[src/rtl/uart_boot_loader.sv]
// Boot sequencer: assembles little-endian words from the UART byte stream, fills IMEM then DMEM,
// then releases the CPU from reset. Define LOADER_CKSUM_EN to verify a trailing 32-bit sum first.
module uart_boot_loader #(
    parameter int IMEM_ENTRIES = 4096,
    parameter int DMEM_ENTRIES = 4096,
    parameter int IADDR_W      = $clog2(IMEM_ENTRIES),
    parameter int DADDR_W      = $clog2(DMEM_ENTRIES)
) (
    input  logic               clk_i,
    input  logic               rst_ni,
    input  logic               rvalid_i,
    output logic               rready_o,
    input  logic [7:0]         rdata_i,
    output logic               imem_we_o,
    output logic [IADDR_W-1:0] imem_addr_o,
    output logic [31:0]        imem_wdata_o,
    output logic               dmem_we_o,
    output logic [DADDR_W-1:0] dmem_addr_o,
    output logic [31:0]        dmem_wdata_o,
    output logic               cpu_rst_no,
    output logic               done_o,
    output logic               err_o
);

    typedef enum logic [2:0] {
        LOAD_IMEM,
        LOAD_DMEM,
        CKSUM,
        DONE,
        ERROR
    } state_t;

    localparam logic [IADDR_W-1:0] IMEM_LAST = IADDR_W'(IMEM_ENTRIES - 1);
    localparam logic [DADDR_W-1:0] DMEM_LAST = DADDR_W'(DMEM_ENTRIES - 1);

    state_t      state;
    logic [1:0]  byte_cnt;
    logic [23:0] byte_buf;
    logic        rready;
    logic [31:0] word;
    logic        accept;

    assign rready_o = rready;
    assign accept   = rvalid_i & rready;
    assign word     = {rdata_i, byte_buf};

`ifdef LOADER_CKSUM_EN
    logic [31:0] sum;
    logic        err;
    assign err_o = err;
`else
    assign err_o = 1'b0;
`endif

    always_ff @(posedge clk_i or negedge rst_ni) begin
        if (!rst_ni) begin
            state        <= LOAD_IMEM;
            byte_cnt     <= 2'd0;
            byte_buf     <= '0;
            rready       <= 1'b0;
            imem_we_o    <= 1'b0;
            imem_addr_o  <= '0;
            imem_wdata_o <= '0;
            dmem_we_o    <= 1'b0;
            dmem_addr_o  <= '0;
            dmem_wdata_o <= '0;
            cpu_rst_no   <= 1'b0;
            done_o       <= 1'b0;
`ifdef LOADER_CKSUM_EN
            sum          <= '0;
            err          <= 1'b0;
`endif
        end else begin
            imem_we_o <= 1'b0;
            dmem_we_o <= 1'b0;

            // Addresses advance in the cycle after their strobe; IMEM clears after its last word,
            // DMEM parks on its last word so neither ever wraps into a fresh write.
            if (imem_we_o) begin
                imem_addr_o <= (imem_addr_o == IMEM_LAST) ? '0 : imem_addr_o + IADDR_W'(1);
            end
            if (dmem_we_o && dmem_addr_o != DMEM_LAST) begin
                dmem_addr_o <= dmem_addr_o + DADDR_W'(1);
            end

            if (state == DONE) begin
                done_o     <= 1'b1;
                cpu_rst_no <= 1'b1;
            end
`ifdef LOADER_CKSUM_EN
            if (state == ERROR) begin
                err <= 1'b1;
            end
`endif

            if (state == LOAD_IMEM || state == LOAD_DMEM || state == CKSUM) begin
                rready <= 1'b1;
            end

            if (accept) begin
                byte_cnt <= byte_cnt + 2'd1;
                case (byte_cnt)
                    2'd0: byte_buf[7:0]   <= rdata_i;
                    2'd1: byte_buf[15:8]  <= rdata_i;
                    2'd2: byte_buf[23:16] <= rdata_i;
                    default: begin
                        case (state)
                            LOAD_IMEM: begin
                                imem_we_o    <= 1'b1;
                                imem_wdata_o <= word;
`ifdef LOADER_CKSUM_EN
                                sum          <= sum + word;
`endif
                                // Switch now so a byte arriving during the strobe lands in DMEM.
                                if (imem_addr_o == IMEM_LAST) begin
                                    state <= LOAD_DMEM;
                                end
                            end
                            LOAD_DMEM: begin
                                dmem_we_o    <= 1'b1;
                                dmem_wdata_o <= word;
`ifdef LOADER_CKSUM_EN
                                sum          <= sum + word;
                                if (dmem_addr_o == DMEM_LAST) begin
                                    state <= CKSUM;
                                end
`else
                                if (dmem_addr_o == DMEM_LAST) begin
                                    state  <= DONE;
                                    rready <= 1'b0;
                                end
`endif
                            end
`ifdef LOADER_CKSUM_EN
                            CKSUM: begin
                                state  <= (word == sum) ? DONE : ERROR;
                                rready <= 1'b0;
                            end
`endif
                            default: ;
                        endcase
                    end
                endcase
            end
        end
    end

endmodule

[config.mk]
export PLATFORM = sky130hd
export DESIGN_NAME = uart_boot_loader
export DESIGN_NICKNAME = d
export VERILOG_FILES = /design/src/rtl/uart_boot_loader.sv
export SDC_FILE = /design/constraint.sdc
export NUM_CORES = 1
export LEC_CHECK = 0
export BUFFER_PORTS_ARGS = -buffer_cell sky130_fd_sc_hd__buf_2
export CAP_MARGIN = 30
export CORE_MARGIN = 2
export CORE_UTILIZATION = 55
export DETAILED_ROUTE_END_ITERATION = 8
export PLACE_DENSITY = 0.84
export SETUP_SLACK_MARGIN = 0.15
export SKIP_LAST_GASP = 1
export SYNTH_ARGS = -nofsm -noshare
export SYNTH_HDL_FRONTEND = slang
export SYNTH_SLANG_ARGS = --single-unit
[constraint.sdc]
create_clock -name clk_i -period 2.7 [get_ports clk_i]
set_input_delay 0.54 -clock clk_i [delete_from_list [all_inputs] [get_ports clk_i]]
set_output_delay 0.54 -clock clk_i [all_outputs]
set_load 0.01 [all_outputs]
### Word level (Yosys, flattened, before mapping)

Index checks and enable logic that the tools add are counted.

* memory bits (writable): 0
* ROM bits: 0
* bits in registers: 121
* input port bits: 11
* memories: 0
* bits in latches: 0
* output and inout bits: 94

* mux-type cells: 15
* multiply operators: 0
* shift-type cells: 0
* magnitude comparators: 0
* equality and inequality tests: 10
* bitwise gates (word level): 2
* reduce and logical (&&, ||, !) cells: 13
* $add $sub $neg: 3
* div/mod/pow operators: 0

Operators with widths (number)
* $add A12 B1 Y12 const B: 2
* $eq A12 B12 Y1 const B: 2
* $mux W12: 1
* $ne A12 B12 Y1 const B: 1
* $mux W1: 11
* $eq A3 B2 Y1 const B: 2
* $mux W3: 2
* $pmux W3 S2: 1
* $reduce_and A2 Y1: 3
* $reduce_and A3 Y1: 2
* $reduce_and A5 Y1: 1
* $ne A2 B1 Y1 const B: 2
* $eq A3 B1 Y1 const B: 1
* $logic_not A3 Y1: 1
* $reduce_or A3 Y1: 1
* $add A2 B1 Y2 const B: 1
* $eq A2 B1 Y1 const B: 1
* $eq A2 B2 Y1 const B: 1
* $logic_not A2 Y1: 1
* $logic_or A1 B1 Y1: 2
* $reduce_bool A2 Y1: 1
* $and A1 B1 Y1: 1
* $logic_and A1 B1 Y1: 1
* $not A1 Y1: 1

### Depth between registers and ports, before layout

* depth after elaboration: 8
* depth in mapped cells: 6

### Least setup slack after synthesis

Ideal clock, no wire load.

* kind: input to register
* start point: in rvalid_i
* end point: reg dmem_wdata_o[0]
* path slack: 1.042 ns
* required time: 2.575 ns
* arrival: 1.532 ns
* stages: 6
* setup time: 0.125 ns
* cell sequence: buf_4 nand2_4 nor3b_2 nand2_2 buf_6 mux2_4

* word-level cells in the longest chain between the ends: 2

Ends and longest elaborated chain
* start: declaration: line 11 `input logic rvalid_i,`
* $and A1 B1 Y1: line 44 `assign accept = rvalid_i & rready;`
* $reduce_and A3 Y1 (no source line)
* end signal: assignment: line 121 `dmem_wdata_o <= word;`
* end: declaration: line 19 `output logic [31:0] dmem_wdata_o,`

Every way passes these cells.
A chain may end at the register's enable or synchronous reset.

### Worst setup path after layout

* start point: reg byte_cnt[0]
* end point: reg dmem_wdata_o[23]

* word-level cells in the longest chain between the ends: 4
* elaborated cells on any way between the ends: 6
* those cells by class: eq/ne: 2; bitwise: 1; reduce/logical: 3

Ends and longest elaborated chain
* start: declaration: line 37 `logic [1:0] byte_cnt;`
* start signal: assignment: line 101 `byte_cnt <= byte_cnt + 2'd1;`
* $eq A2 B2 Y1 (tied with other cells): line 102 `case (byte_cnt)`
* $reduce_or A3 Y1 (no source line) (*)
* $not A1 Y1 (no source line) (*)
* $reduce_and A3 Y1 (no source line) (*)

Every way passes the cells marked *; elsewhere a longest branch is shown, timed or not.

==> results.cfg <==
[floorplanning]
start_util_pct = 56.76
fp.coreArea_sq_um = 8721
die_h_microns = 98.87
die_w_microns = 98.87
dieArea_sq_um = 9774
rows = 34
io_pins = 105

[drt]
dr.pass1.iters = 4
wirelength_microns = 9966
postRouteAntennaNets = 0
first_iter_violations = 89
wire_per_inst_microns = 17.55
drc = 0
viasPerCell = 5.511
vias = 3130

[yosys]
synth_cell_type_count = 34
netlist_area_sq_um = 4950
ys_seq_elements = 120
synth_seq_area_share_pct = 60.67
synth-edff-count = 0
synth_fp_nets = 352
synthArstFlopShare_pct = 100.0
yosys_warnings = 0
ys.flop_type = dfrtp_1
syn_avg_cell_area_sq_um = 14.78
synthCells = 335

[power]
seqPwrFrac_pct = 46.1
comb_power_share_pct = 8.7
worst_ir_drop_vdd_mv = 0.6766
p_leak_nw = 3.346
p_clk_share_pct = 45.2
switching_share_pct = 22.88
switching_power_w = 0.001071
p_int_w = 0.003608
power.density_nw_per_um2 = 765.3

[cts]
clock_latency_ns = 0.49
cts_tree = yes
clock_sinks = 120
post_cts_resized = 0
cts_root_buf = clkbuf_8
cts_setup_buffers = 0
clkTransAtPathRegs_ns = 0.05
cts-hold-fix-buffers = 0
clockBufferDepth = 2
cts_made_buffers = 17
htree_levels = 4

[critical_path]
cp_max_fo = 34
crit_path_cell_trace = ha_1 -> nor3b_2 -> nand2_2 -> buf_4 -> mux2_2
slowest_stage = buf_4
critPathLaunch = byte_cnt[0]
arrival_ns = 2.31
end_kind = flop
critPathBufInv = 1
worst_ep_required_time_ns = 3.07
reg2reg_from = byte_cnt[0]
crit_family = buffers and inverters
critPathLaunchType = flop
slowest_delay_ns = 0.51
critPathKind = flop to flop

[timing]
fmax_mhz = 515.6
hold_violations = 0
period_minus_slack_ns = 1.939
setup_viol = 0
rsz0062_at_grt = no
fin_hold_ws_ns = 0.09138
fin_setup_tns_ns = 0
slew_headroom_pct = 54.17
min_period_over_period_pct = 71.83
finClkSkew_ns = 0.008050
worst-slew-pin-transition_ns = 0.6875
drv_slew = 0

[global_routing]
antenna_found_initial = 0
grt_max_degree = 53
grt_pass1_vias = 3209
grt_usage_pct = 21.88
grt_first_pass_wirelength_microns = 16660
overflow = 0

[finish]
layout.nets = 465
diodes = 0
layout-drive-gt1-share_pct = 50.65
area_delta_synth_final_pct = 23.51

[outcome]
outcome = finished, final reports clean

[run]
cap_violations = 0

[min_path]
hold_class = input pin to async pin

[placed_design]
place_congestion = 0.8448
io_buffers = 103
place.detailed.hpwl_microns = 6632
-- through the flow --
stage | power (W) | worst slack (ns) | cells | util (%) | area [sq um]
6_report | 0.004679 | 0.7607 | 568 | 70.10 | 6113
5_1_grt | 0.004884 | 0.6903 | 568 | 70.10 | 6113
4_1_cts | 0.004723 | 0.7767 | 568 | 70.10 | 6113
3_5_place_dp | 0.002608 | 0.7592 | 537 | 63.66 | 5552
3_3_place_gp | 0.002556 | 0.7989 | 537 | 63.66 | 5552
2_1_floorplan | 0.002433 | 1.042 | 335 | - | 4950
-- worst paths after layout --
check | to | slack (ns) | depth (start not counted)
max in group asynchronous | dmem_wdata_o[17] | 1.80 | 2
worst min register to register | imem_wdata_o[26] | 0.50 | 1
worst min-delay path | dmem_addr_o[5] | 0.09 | 1
min in group clk_i | dmem_wdata_o[26] | 0.36 | 2
worst max register to register | dmem_wdata_o[23] | 0.76 | 5
worst max-delay path | dmem_wdata_o[23] | 0.76 | 5
-- Yosys cell counts, types with 7 or more instances --
cell type	instances	area, sq um
nand2_1	12	45.04
xnor2_1	7	61.31
nand4_1	7	43.79
dfrtp_1	120	3003
nand3_1	16	80.08
buf_4	7	52.55
mux2_2	65	732.0
mux2_4	28	420.4
and4_1	7	61.31
-- final cells by class --
cell class | instances | area [sq um]
clock buffers | 22 | 462.9
clock inverters | 9 | 98.84
fillers | 582 | 2608
inverters | 6 | 22.52
multi-input cells | 196 | 1831
flip-flops and latches | 120 | 3003
well taps | 108 | 135.1
repair buffers | 107 | 560.5
-- per-layer routing --
metal	global-route usage, %	share of wire (%)
met3	8.085	6.5
met1	27.83	42
met5	0	0
met4	5.479	0.63
met2	35.86	51
-- cell usage in the layout (no fill, tap or decap), types with 7 or more instances in the layout --
cell type | netlist | final
buf_2 | 1 | 102
nand3_1 | 16 | 16
and4_1 | 7 | 7
xnor2_1 | 7 | 7
mux2_4 | 28 | 28
mux2_2 | 65 | 65
clkbuf_16 | 0 | 16
nand2_1 | 12 | 12
dfrtp_1 | 120 | 120
nand4_1 | 7 | 7
-- sequential cells by signal, summed over array words and instances (netlist names) --
signal / flops
byte_buf: 24
byte_cnt: 2
dmem_addr_o: 12
dmem_wdata_o: 32
dmem_we_o: 1
done_o: 1
imem_addr_o: 12
imem_wdata_o: 32
imem_we_o: 1
rready_o: 1
state: 2
-- power by group through the flow --
stage	Sequential, W	Clock, W	Combinational (W)
floorplan	0.00213	0	0.000300
global placement	0.00217	0	0.000386
detailed placement	0.00219	0	0.000417
CTS	0.00216	0.00214	0.000420
global route	0.00220	0.00223	0.000456
finish	0.00216	0.00211	0.000408
-- kinds of logic (layout without fill, tap and decap cells) --
| group | Yosys count | in the layout | share of synthesized area (%) |
|---|---|---|---|
| compound gates | 20 | 20 | 2.477 |
| xor+xnor | 11 | 11 | 1.946 |
| fa+ha+maj | 6 | 6 | 1.517 |
| buf+inv | 19 | 144 | 2.452 |
| flops | 120 | 120 | 60.67 |
| mux | 95 | 95 | 23.69 |
| other cells | 1 | 1 | 0.07576 |
| simple gates | 63 | 63 | 7.179 |
No activity file was read; power rests on OpenSTA's default activity.
